**config.mk**
```make
export PLATFORM = sky130hd
export DESIGN_NAME = regfile_write_arbiter
export DESIGN_NICKNAME = d
export VERILOG_FILES = /design/src/rtl/regfile_write_arbiter.sv
export SDC_FILE = /design/constraint.sdc
export NUM_CORES = 1
export LEC_CHECK = 0
export BUFFER_PORTS_ARGS = -buffer_cell sky130_fd_sc_hd__clkbuf_2
export CELL_PAD_IN_SITES_DETAIL_PLACEMENT = 0
export CELL_PAD_IN_SITES_GLOBAL_PLACEMENT = 1
export CORE_MARGIN = 2
export CORE_UTILIZATION = 40
export CTS_CLUSTER_SIZE = 28
export DETAILED_ROUTE_END_ITERATION = 16
export PLACE_DENSITY_LB_ADDON = 0.1
export SETUP_SLACK_MARGIN = 0.1
export SYNTH_ARGS = -nofsm -noshare
export SYNTH_HDL_FRONTEND = slang
export SYNTH_SLANG_ARGS = --single-unit
```
**constraint.sdc**
```tcl
create_clock -name clk -period 2.4 [get_ports clk]
set_input_delay 0 -clock clk [delete_from_list [all_inputs] [get_ports clk]]
set_output_delay 0 -clock clk [all_outputs]
set_load 0.1 [all_outputs]
```
**src/rtl/regfile_write_arbiter.sv**
```systemverilog
// Register-file write-port arbiter: writeback has priority, and long-latency results
// queue in a small FIFO that drains into idle cycles. A starvation counter forces a stall.
`ifndef XLEN
`define XLEN 32
`endif

module regfile_write_arbiter #(
    parameter int XLEN     = `XLEN,
    parameter int DEPTH    = 2,
    parameter int MAX_WAIT = 4
) (
    input  logic                       clk,
    input  logic                       rst,
    input  logic                       wb_write_enable,
    input  logic [4:0]                 wb_write_sel,
    input  logic [XLEN-1:0]            wb_write_data,
    input  logic                       lu_valid,
    output logic                       lu_ready,
    input  logic [4:0]                 lu_sel,
    input  logic [XLEN-1:0]            lu_data,
    output logic                       rf_write_enable,
    output logic [4:0]                 rf_write_sel,
    output logic [XLEN-1:0]            rf_write_data,
    output logic                       arb_stall_req,
    output logic [31:0]                pending_mask,
    output logic [$clog2(DEPTH):0]     fifo_count
);
    localparam int AW = $clog2(DEPTH);
    localparam int CW = $clog2(DEPTH) + 1;
    localparam int WW = $clog2(MAX_WAIT + 1);

    logic [4:0]      sel_q  [DEPTH];
    logic [XLEN-1:0] data_q [DEPTH];
    logic [DEPTH-1:0] vld_q, vld_nxt;
    logic [AW-1:0]   rd_ptr, wr_ptr;
    logic [CW-1:0]   count_q;
    logic [WW-1:0]   wait_q;
    logic            rst_done;

    logic fifo_nempty, wb_req, enq, head_gnt, wb_gnt;

    assign fifo_nempty   = (count_q != '0);
    assign arb_stall_req = (wait_q == WW'(MAX_WAIT));
    assign wb_req        = wb_write_enable && (wb_write_sel != 5'd0);
    // rst_done keeps lu_ready low while in reset and for the release cycle
    assign lu_ready      = rst_done && (count_q < CW'(DEPTH));
    assign enq           = lu_valid && lu_ready && (lu_sel != 5'd0);
    assign fifo_count    = count_q;

    assign head_gnt = rst && fifo_nempty && (arb_stall_req || !wb_req);
    assign wb_gnt   = rst && wb_req && !head_gnt;

    assign rf_write_enable = head_gnt || wb_gnt;
    assign rf_write_sel    = head_gnt ? sel_q[rd_ptr]  : (wb_gnt ? wb_write_sel  : 5'd0);
    assign rf_write_data   = head_gnt ? data_q[rd_ptr] : (wb_gnt ? wb_write_data : '0);

    always_comb begin
        pending_mask = '0;
        for (int i = 0; i < DEPTH; i++)
            if (vld_q[i]) pending_mask[sel_q[i]] = 1'b1;
    end

    always_comb begin
        vld_nxt = vld_q;
        if (head_gnt) vld_nxt[rd_ptr] = 1'b0;
        if (enq)      vld_nxt[wr_ptr] = 1'b1;
    end

    always_ff @(posedge clk or negedge rst) begin
        if (!rst) begin
            for (int i = 0; i < DEPTH; i++) begin
                sel_q[i]  <= '0;
                data_q[i] <= '0;
            end
            vld_q    <= '0;
            rd_ptr   <= '0;
            wr_ptr   <= '0;
            count_q  <= '0;
            wait_q   <= '0;
            rst_done <= 1'b0;
        end else begin
            rst_done <= 1'b1;
            vld_q    <= vld_nxt;
            if (enq) begin
                sel_q[wr_ptr]  <= lu_sel;
                data_q[wr_ptr] <= lu_data;
                wr_ptr         <= wr_ptr + AW'(1);
            end
            if (head_gnt) rd_ptr <= rd_ptr + AW'(1);
            case ({enq, head_gnt})
                2'b10:   count_q <= count_q + CW'(1);
                2'b01:   count_q <= count_q - CW'(1);
                default: count_q <= count_q;
            endcase
            // Counts edges the head spends blocked; reaching MAX_WAIT forces the grant
            if (!fifo_nempty || head_gnt)
                wait_q <= '0;
            else if (wait_q != WW'(MAX_WAIT))
                wait_q <= wait_q + WW'(1);
        end
    end

    a_no_wb_during_stall: assert property (@(posedge clk) disable iff (!rst)
        !(arb_stall_req && wb_req));

endmodule

```
==> results.sh, run 1 <==
export IMPL_status="finished with violations"
export IMPL_synth_nets=442
export IMPL_peakVddDrop_uv=778
export IMPL_numClockSinks=84
export IMPL_p_per_area_nw_per_um2=1390
export IMPL_vias_per_cell=5.31
export IMPL_synth_cells=361
export IMPL_final_cells=691
export IMPL_portBuffers=151
export IMPL_maxCapViolCount=0
export IMPL_yosysWarnings=0
export IMPL_synth_seq_cells=84
export IMPL_grt_pass1_wl_um=19700
export IMPL_core_um2=11500
export IMPL_cp_max_fo=20
export IMPL_crit_type="flop to output port"
export IMPL_switchingPower_mw=4.99
export IMPL_place_hpwl_um=8330
export IMPL_vias=3666
export IMPL_rows=39
export IMPL_cts_buffers=9
export IMPL_drc=0
export IMPL_post_cts_buffers=0
export IMPL_rsz0062_at_grt="yes"
export IMPL_max_slew_margin_pct=31.3
export IMPL_ios=152
export IMPL_p_seq_share_pct=26.6
export IMPL_drv_slew=0
export IMPL_clkPwrFrac_pct=13.2
export IMPL_wl_um=11800
export IMPL_start_util_pct=41.0
export IMPL_layout_common_cells="clkbuf_2, dfrtp_1, mux2_4"
export IMPL_fin_nets=624
export IMPL_clock_skew_ns=0.00820
export IMPL_cp_start_kind="flop"
export IMPL_firstDrtPassIters=6
export IMPL_cts_tree="built"
export IMPL_globalplace_congestion=0.797
export IMPL_intPower_mw=5.32
export IMPL_synthTopCellsByArea="dfrtp_1, mux2_4, mux2i_1"
export IMPL_synth_area_um2=4700
export IMPL_worst_slew_pin_slew_ns=1.03
export IMPL_endpoint_kind="output port"
export IMPL_drive_gt1_share_pct=56.8
export IMPL_cts_max_level=3
export IMPL_syn_to_final_growth_pct=57.3
export IMPL_detail_route_antenna_nets=0
export IMPL_p_sw_share_pct=48.4
export IMPL_setup_viol=0
export IMPL_die_y_um=112
export IMPL_ys_types=34
export IMPL_layout_commonest_cell="clkbuf_2"
export IMPL_violations="negative hold slack"
export IMPL_synth_top_cell_area_share_pct=44.7
export IMPL_p_comb_share_pct=60.2
export IMPL_post_synth_top_area_cell="dfrtp_1"
export IMPL_total_power_mw=10.3
export IMPL_die_width_um=112
export IMPL_leakagePower_nw=3.40
export IMPL_grt_ovfl_total=0
export IMPL_min_period_over_period_pct=91.1
export IMPL_antenna_found_initial=0
export IMPL_yosysSeqAreaShare_pct=44.7
export IMPL_diodes=0
export IMPL_grt_pass1_vias=3916
export IMPL_die_area_um2=12600
export IMPL_avgSynthCellArea_um2=13.0
export IMPL_rr_worst_depth=9
export IMPL_worstHoldPathType="input port to asynchronous set/reset pin"
export IMPL_hold_viol=84
export IMPL_whs_ns=-0.0536
export IMPL_grt_start_max_net_pins=85
export IMPL_post_route_min_period_ns=2.19
export IMPL_worst_ep_arrival_time_ns=2.19
export IMPL_wl_per_cell_um=17.0
export IMPL_root_buffer="clkbuf_16"
export IMPL_fmax_mhz=458
export IMPL_fin_util_pct=64.5
export IMPL_required_ns=2.40
export IMPL_clk_latency_ns=0.34
export IMPL_drt_initial_drc_count=129
export IMPL_clk_pin_slew_ns=0.06
export IMPL_grt_usage_pct=19.4
export IMPL_cts_buffer_depth=2
export IMPL_place_inst=637
==> power by group through the flow <==
stage | combinational [mW] | clock [mW] | sequential (mW)
3_5_place_dp | 6.17 | 0 | 2.74
4_1_cts | 6.24 | 1.40 | 2.73
6_report | 6.20 | 1.36 | 2.74
5_1_grt | 6.49 | 1.46 | 2.85
2_1_floorplan | 4.84 | 0 | 2.57
3_3_place_gp | 6.12 | 0 | 2.72
==> cell type report <==
| type | instances | area [um2] |
|---|---|---|
| Clock buffer | 9 | 225 |
| Timing Repair Buffer | 199 | 1840 |
| Sequential cell | 84 | 2110 |
| Multi-Input combinational cell | 244 | 2960 |
| Inverter | 5 | 18.8 |
| Tap cell | 143 | 179 |
| Clock inverter | 7 | 66.3 |
| Fill cell | 866 | 4070 |
==> cells by family after synthesis <==
group                      count (synthesis)  share of synthesized area (%)
other                                      1                         0.0798
DFF                                       84                           44.7
muxes                                    112                           29.7
xor gates and xnor gates                   5                          0.931
adders and majority gates                  3                          0.798
buffers and inverters                     33                           5.00
AOI/OAI and AO/OA                         77                           12.6
and+or+nand+nor                           46                           6.15
==> synthesized netlist by cell type <==
cell type / instances
buf_4: 1
o211ai_1: 1
nor2_1: 6
mux2i_1: 38
or3b_2: 5
nand3_1: 5
o2bb2ai_1: 39
nor3_1: 3
mux2_2: 25
or3_1: 2
o22ai_1: 32
nand2b_4: 1
xor2_1: 1
conb_1: 1
mux2_4: 49
or4_4: 1
ha_1: 3
dfrtp_1: 84
nand3b_1: 12
o211ai_4: 1
o21ai_0: 3
buf_2: 2
or4_1: 1
buf_12: 6
or2_1: 1
and2b_2: 1
xnor2_1: 4
nor2b_1: 1
buf_1: 1
a21boi_0: 1
inv_1: 5
nand2_1: 7
clkbuf_1: 17
buf_6: 1
==> critical path, stage by stage, from the launching register on <==
cell	delay (ns)
dfrtp_1	0.39
inv_1	0.06
ha_1	0.20
nand2_1	0.18
o21ai_0	0.18
nor2_4	0.14
buf_8	0.30
o2bb2ai_2	0.17
buf_12	0.20
==> final timing paths <==
| path | startpoint | to | slack [ns] |
|---|---|---|---|
| worst max-delay path | wait_q[0] | rf_write_data[18] | 0.21 |
| worst min-delay path | rst | rst_done | -0.05 |
| worst max register to register | wait_q[0] | fifo_count[1] | 0.42 |
| worst min register to register | wr_ptr | vld_q[0] | 0.47 |
| max in group asynchronous | rst | rd_ptr | 1.75 |
| min in group clk | rst | vld_q[1] | 0.19 |
==> layer usage <==
| metal | vias up | global-route usage [%] | routed length [um] |
|---|---|---|---|
| li1 | 1723 | - | - |
| met3 | 10 | 3.46 | 504 |
| met2 | 97 | 31.6 | 5730 |
| met5 | - | 0 | 0 |
| met4 | 0 | 6.50 | 132 |
| met1 | 1836 | 26.4 | 5410 |
==> what timing repair did <==
item,CTS,global route
setup endpoints to repair,20,37
gates resized for setup,2,5
gates cloned,0,0
hold endpoints to repair,76,0
hold buffers,38,0
==> per-stage QoR <==
stage	setup TNS, ns	area, um2	setup WS (ns)	hold WS, ns
2_1_floorplan	-2.05	5290	-0.146	-0.296
3_3_place_gp	0	6710	0.410	0.248
3_5_place_dp	0	6710	0.391	0.251
4_1_cts	0	7380	0.120	0.00765
5_1_grt	0	7400	0.0702	0.0546
6_report	0	7400	0.215	-0.0536
==> registers in the layout, summed over array words and instances (netlist names) <==
name and count:
rst_done 1, wr_ptr 1, wait_q 3, vld_q 2
rd_ptr 1, data_q 64, fifo_count 2, sel_q 10
(Power assumes the default switching activity.)
==> run 2: changes to the inputs <==
--- a/config.mk
+++ b/config.mk
@@ -6,12 +6,14 @@
 export NUM_CORES = 1
 export LEC_CHECK = 0
 export BUFFER_PORTS_ARGS = -buffer_cell sky130_fd_sc_hd__clkbuf_2
+export CAP_MARGIN = 0
 export CELL_PAD_IN_SITES_DETAIL_PLACEMENT = 0
 export CELL_PAD_IN_SITES_GLOBAL_PLACEMENT = 1
 export CORE_MARGIN = 2
 export CORE_UTILIZATION = 40
 export CTS_CLUSTER_SIZE = 28
 export DETAILED_ROUTE_END_ITERATION = 16
+export GPL_TIMING_DRIVEN = 0
 export PLACE_DENSITY_LB_ADDON = 0.1
 export SETUP_SLACK_MARGIN = 0.1
 export SYNTH_ARGS = -nofsm -noshare
==> run 2 against run 1 <==
  * The flow now finishes without violations
  * Largest cell class unchanged
  * Critical path depth shrank 4
  * First-iteration DRC count shrank 12%
  * Utilization is essentially flat
  * Critical path type unchanged
==> results.sh, run 2 (synthesis gave the netlist of run 1 again) <==
export IMPL_max_slew_margin_pct=49.5
export IMPL_peakVddDrop_uv=890
export IMPL_worst_slew_pin_slew_ns=0.758
export IMPL_whs_ns=0.158
export IMPL_fin_nets=649
export IMPL_grt_pass1_wl_um=20300
export IMPL_drv_slew=0
export IMPL_dpl_cell_area_um2=6260
export IMPL_rsz0062_at_grt="no"
export IMPL_p_per_area_nw_per_um2=1370
export IMPL_drc=0
export IMPL_post_route_min_period_ns=2.20
export IMPL_wl_per_cell_um=17.2
export IMPL_die_area_um2=12600
export IMPL_min_path_cells=4
export IMPL_clk_pin_slew_ns=0.06
export IMPL_min_period_over_period_pct=91.5
export IMPL_met1_usage_pct=26.4
export IMPL_root_buffer="clkbuf_16"
export IMPL_status="complete, no violations"
export IMPL_final_area_um2=7390
export IMPL_diodes=0
export IMPL_setup_viol=0
export IMPL_firstDrtPassIters=4
export IMPL_reg_largest_list="data_q x64, sel_q x10, wait_q x3"
export IMPL_layout_commonest_cell="clkbuf_2"
export IMPL_worst_ep_arrival_time_ns=2.20
export IMPL_grtUsageMet3_pct=4.05
export IMPL_syn_to_final_growth_pct=57.3
export IMPL_vias_per_cell=5.20
export IMPL_fill_cells=893
export IMPL_vias=3724
export IMPL_layout_common_cells="clkbuf_2, dfrtp_1, mux2_4"
export IMPL_detail_route_antenna_nets=0
export IMPL_clk_latency_ns=0.34
export IMPL_rows=39
export IMPL_ios=152
export IMPL_met2_usage_pct=34.0
export IMPL_fmax_mhz=455
export IMPL_worstHoldPathType="input port to flop"
export IMPL_drt_initial_drc_count=114
export IMPL_start_util_pct=41.0
export IMPL_worst_hold_path_endpoint="vld_q[0]"
export IMPL_r2r_start="wait_q[0]"
export IMPL_grt_ovfl_total=0
export IMPL_numClockSinks=84
export IMPL_place_hpwl_um=8690
export IMPL_portBuffers=151
export IMPL_globalplace_congestion=0.774
export IMPL_grt_busiest_layer="met2"
export IMPL_hold_viol=0
export IMPL_largest_register="data_q"
export IMPL_antenna_found_initial=0
export IMPL_min_from="wb_write_enable"
export IMPL_drive_gt1_share_pct=56.0
export IMPL_fin_util_pct=64.5
export IMPL_crit_type="flop to output port"
export IMPL_cts_buffers=9
export IMPL_final_setup_tns_ns=0
export IMPL_rr_worst_depth=10
export IMPL_leakagePower_nw=3.46
export IMPL_cts_tree="built"
export IMPL_cts_max_level=3
export IMPL_cts_buffer_depth=2
export IMPL_grt_usage_pct=20.2
export IMPL_cp_start_kind="flop"
export IMPL_die_y_um=112
export IMPL_rrSetupSlack_ns=0.28
export IMPL_rr_endpoint="fifo_count[1]"
export IMPL_cp_max_fo=8
export IMPL_maxCapViolCount=0
export IMPL_grt_start_max_net_pins=54
export IMPL_die_width_um=112
export IMPL_grt_pass1_vias=3969
export IMPL_required_ns=2.40
export IMPL_clock_skew_ns=0.00759
export IMPL_core_um2=11500
export IMPL_wl_um=12300
export IMPL_largest_reg_flops=64
export IMPL_endpoint_kind="output port"
run 2: cell count changes in the layout (fill, tap and decap cells not counted), moves of 3 or more:
cell	before	now
buf_12	41	8
clkbuf_1	0	12
clkbuf_8	1	34
clkbuf_4	0	3
buf_8	1	7
inv_8	3	0
run 2: power breakdown:
group	leakage [nW]	switching [mW]	total (mW)	internal, mW
clock network	0.147	0.536	1.37	0.833
logic	2.31	3.92	6.21	2.29
registers	1.01	0.426	2.56	2.13
run 2: stage by stage:
step | setup slack (ns) | power (mW) | cells
2_1_floorplan | -0.146 | 7.41 | 361
3_3_place_gp | -1.51 | 8.25 | 655
3_5_place_dp | -0.461 | 8.38 | 656
4_1_cts | 0.0638 | 10.2 | 713
5_1_grt | 0.0907 | 10.6 | 716
6_report | 0.203 | 10.1 | 716
run 2: how the worst max path moves through the flow:
stage                  startpoint                 to  slack [ns]  cells after the start
floorplan                sel_q[4]   pending_mask[16]       -0.15                      3
global placement              rst  rf_write_data[15]       -1.51                      6
detailed placement            rst   rf_write_data[8]       -0.46                      7
CTS                     wait_q[0]  rf_write_data[29]        0.06                      9
global route        fifo_count[0]  rf_write_data[13]        0.09                      7
finish                   sel_q[5]    pending_mask[8]        0.20                      4
run 2: timing repair:
action,in CTS,in global routing
hold endpoints to repair,109,0
pin swaps,1,2
endpoints found under the setup margin,38,38
resized for setup,89,15
setup buffers,1,3
hold buffers,40,0
cloned,0,0
run 2: layer usage:
metal / vias up / share of wire (%)
li1: 1778 / -
met2: 103 / 50
met4: 0 / 0.92
met3: 9 / 4.6
met5: - / 0
met1: 1834 / 44
run 2: final cells by class:
cell class	instances	area, um2	area share (%)
multi-input cells	244	2960	40.0
well taps	143	179	2.42
repair buffers	196	1560	21.0
plain buffers	28	282	3.81
flip-flops and latches	84	2100	28.5
clock buffers	12	246	3.33
inverters	5	18.8	0.254
clock inverters	4	48.8	0.660
run 2: worst max-delay path: stages, from the launching register on:
cell	delay, ns
dfrtp_1	0.42
or3b_2	0.47
clkbuf_1	0.23
o22ai_1	0.25
clkbuf_2	0.49
==> run 3: changes to the inputs <==
--- a/config.mk
+++ b/config.mk
@@ -10,7 +10,7 @@
 export CELL_PAD_IN_SITES_DETAIL_PLACEMENT = 0
 export CELL_PAD_IN_SITES_GLOBAL_PLACEMENT = 1
 export CORE_MARGIN = 2
-export CORE_UTILIZATION = 40
+export CORE_UTILIZATION = 43
 export CTS_CLUSTER_SIZE = 28
 export DETAILED_ROUTE_END_ITERATION = 16
 export GPL_TIMING_DRIVEN = 0
==> constraint.sdc (replaced) <==
create_clock -name clk -period 2.6 [get_ports clk]
set_input_delay 0 -clock clk [delete_from_list [all_inputs] [get_ports clk]]
set_output_delay 0 -clock clk [all_outputs]
set_load 0.1 [all_outputs]
==> run 3 against run 2 <==
  * Wire length decreased by 4.0%
  * Sequential share of layout area increased by 2.0 points
  * Critical path type unchanged
  * Power down 14%
  * First-iteration DRC count grew 56%
  * Utilization fell by 0.15 points
  * Worst hold slack worse by 0.068 ns
  * Sequential power shrank 8.6%
  * Non-clock buffer count fell by 3
  * Register-to-register slack gained 0.05 ns
  * Clock-buffer cell count down 2
==> results.sh, run 3 (synthesis gave the netlist of run 1 again) <==
export IMPL_final_setup_tns_ns=0
export IMPL_rsz0062_at_grt="yes"
export IMPL_max_slew_margin_pct=45.0
export IMPL_clk_latency_ns=0.36
export IMPL_clkPwrFrac_pct=11.1
export IMPL_fin_nets=646
export IMPL_root_buffer="clkbuf_8"
export IMPL_dp_slack_ns=-0.241
export IMPL_globalplace_congestion=0.761
export IMPL_hold_viol=0
export IMPL_start_util_pct=43.8
export IMPL_clk_pin_slew_ns=0.09
export IMPL_intPower_mw=4.38
export IMPL_drv_slew=0
export IMPL_rrSetupSlack_ns=0.33
export IMPL_die_area_um2=11800
export IMPL_leakagePower_nw=3.28
export IMPL_grt_pass1_vias=3540
export IMPL_drt_initial_drc_count=178
export IMPL_clock_skew_ns=0.0109
export IMPL_die_width_um=109
export IMPL_cp_start_kind="flop"
export IMPL_ios=152
export IMPL_wl_per_cell_um=16.7
export IMPL_antenna_found_initial=0
export IMPL_peakVddDrop_uv=669
export IMPL_grt_ovfl_total=0
export IMPL_rr_worst_depth=10
export IMPL_detail_route_antenna_nets=0
export IMPL_cts_tree="built"
export IMPL_status="complete, no violations"
export IMPL_largest_reg_flops=64
export IMPL_firstDrtPassIters=4
export IMPL_rows=38
export IMPL_p_comb_share_pct=62.1
export IMPL_min_period_over_period_pct=90.1
export IMPL_p_per_area_nw_per_um2=1270
export IMPL_largest_register="data_q"
export IMPL_grt_pass1_wl_um=18000
export IMPL_vias=3716
export IMPL_reg_largest_list="data_q x64, sel_q x10, wait_q x3"
export IMPL_drive_gt1_share_pct=54.4
export IMPL_seqCellArea_um2=2100
export IMPL_numClockSinks=84
export IMPL_endpoint_kind="output port"
export IMPL_cts_buffers=9
export IMPL_syn_to_final_growth_pct=47.0
export IMPL_switchingPower_mw=4.38
export IMPL_place_hpwl_um=7960
export IMPL_maxCapViolCount=0
export IMPL_worst_slew_pin_slew_ns=0.825
export IMPL_diodes=0
export IMPL_die_y_um=109
export IMPL_worst_ep_arrival_time_ns=2.34
export IMPL_cts_buffer_depth=2
export IMPL_vias_per_cell=5.23
export IMPL_post_route_min_period_ns=2.34
export IMPL_portBuffers=151
export IMPL_wl_um=11800
export IMPL_cts_max_level=3
export IMPL_grt_start_max_net_pins=67
export IMPL_crit_type="flop to output port"
export IMPL_rr_endpoint="fifo_count[1]"
export IMPL_multi_input_area_um2=2740
export IMPL_core_um2=10700
export IMPL_layout_commonest_cell="clkbuf_2"
export IMPL_required_ns=2.60
export IMPL_worstHoldPathType="input port to asynchronous set/reset pin"
export IMPL_r2r_start="wait_q[0]"
export IMPL_fmax_mhz=427
export IMPL_p_seq_share_pct=26.8
export IMPL_cp_max_fo=7
export IMPL_whs_ns=0.0901
export IMPL_setup_viol=0
export IMPL_setup_slack_ns=0.258
export IMPL_fill_cells=869
export IMPL_p_sw_share_pct=50.0
export IMPL_grt_usage_pct=19.9
export IMPL_layout_common_cells="clkbuf_2, dfrtp_1, mux2_4"
export IMPL_drc=0
-- run 3: worst max path at each step --
stage | start | to | cells past startpoint
5_1_grt | wait_q[0] | rf_write_sel[0] | 8
6_report | wait_q[0] | rf_write_sel[0] | 8
2_1_floorplan | sel_q[4] | pending_mask[16] | 3
4_1_cts | wait_q[0] | rf_write_sel[0] | 8
3_3_place_gp | rst | rf_write_data[19] | 6
3_5_place_dp | wait_q[0] | rf_write_data[3] | 8
-- run 3: layout make-up --
cell class              count  share of cell area, %
multi-input cells         244                   39.7
well taps                 140                   2.53
flip-flops and latches     84                   30.4
repair buffers            193                   20.5
clock inverters             6                   1.01
clock buffers              10                   1.99
inverters                   5                  0.271
plain buffers              28                   3.60
-- run 3: what timing repair did --
item | in CTS | in global routing
endpoints found under the setup margin | 37 | 37
pin swaps | 1 | 0
buffers inserted | 1 | 0
cloned | 0 | 0
hold buffers | 40 | 0
endpoints found under the hold margin | 160 | 0
gates resized for setup | 42 | 75
-- run 3: worst max-delay path, stage by stage, from the launching register on --
cell and delay, ns:
dfrtp_1 0.41, inv_1 0.06, ha_1 0.20, nand2_1 0.17, o21ai_0 0.19, nor2_4 0.24, buf_4 0.23, o2bb2ai_2 0.13
clkbuf_4 0.35
-- run 3: power by group through the flow --
stage                     clock (mW)  combinational, mW  sequential (mW)
after floorplan                    0               4.30             2.37
after global placement             0               5.11             2.33
after detailed placement           0               5.17             2.36
after CTS                       1.00               5.33             2.34
after global routing            1.06               5.73             2.43
final                          0.975               5.44             2.34
-- run 3: through the flow --
stage	util [%]	power (mW)	std cells	cell area, um2
3_5_place_dp	56.2	7.53	653	6040
2_1_floorplan	-	6.67	361	5080
4_1_cts	63.1	8.66	710	6780
6_report	64.3	8.76	710	6910
3_3_place_gp	55.9	7.44	652	6010
5_1_grt	64.3	9.22	710	6910
-- run 3: metal layers --
layer  share of wire (%)  vias to the layer above  routed length, um  track usage, %
met5                   0                        -                  0               0
met4                0.81                        0                 96            5.77
met3                 4.1                        8                487            3.44
met2                  49                      102               5740            31.8
met1                  47                     1829               5500            27.6
li1                    -                     1777                  -               -
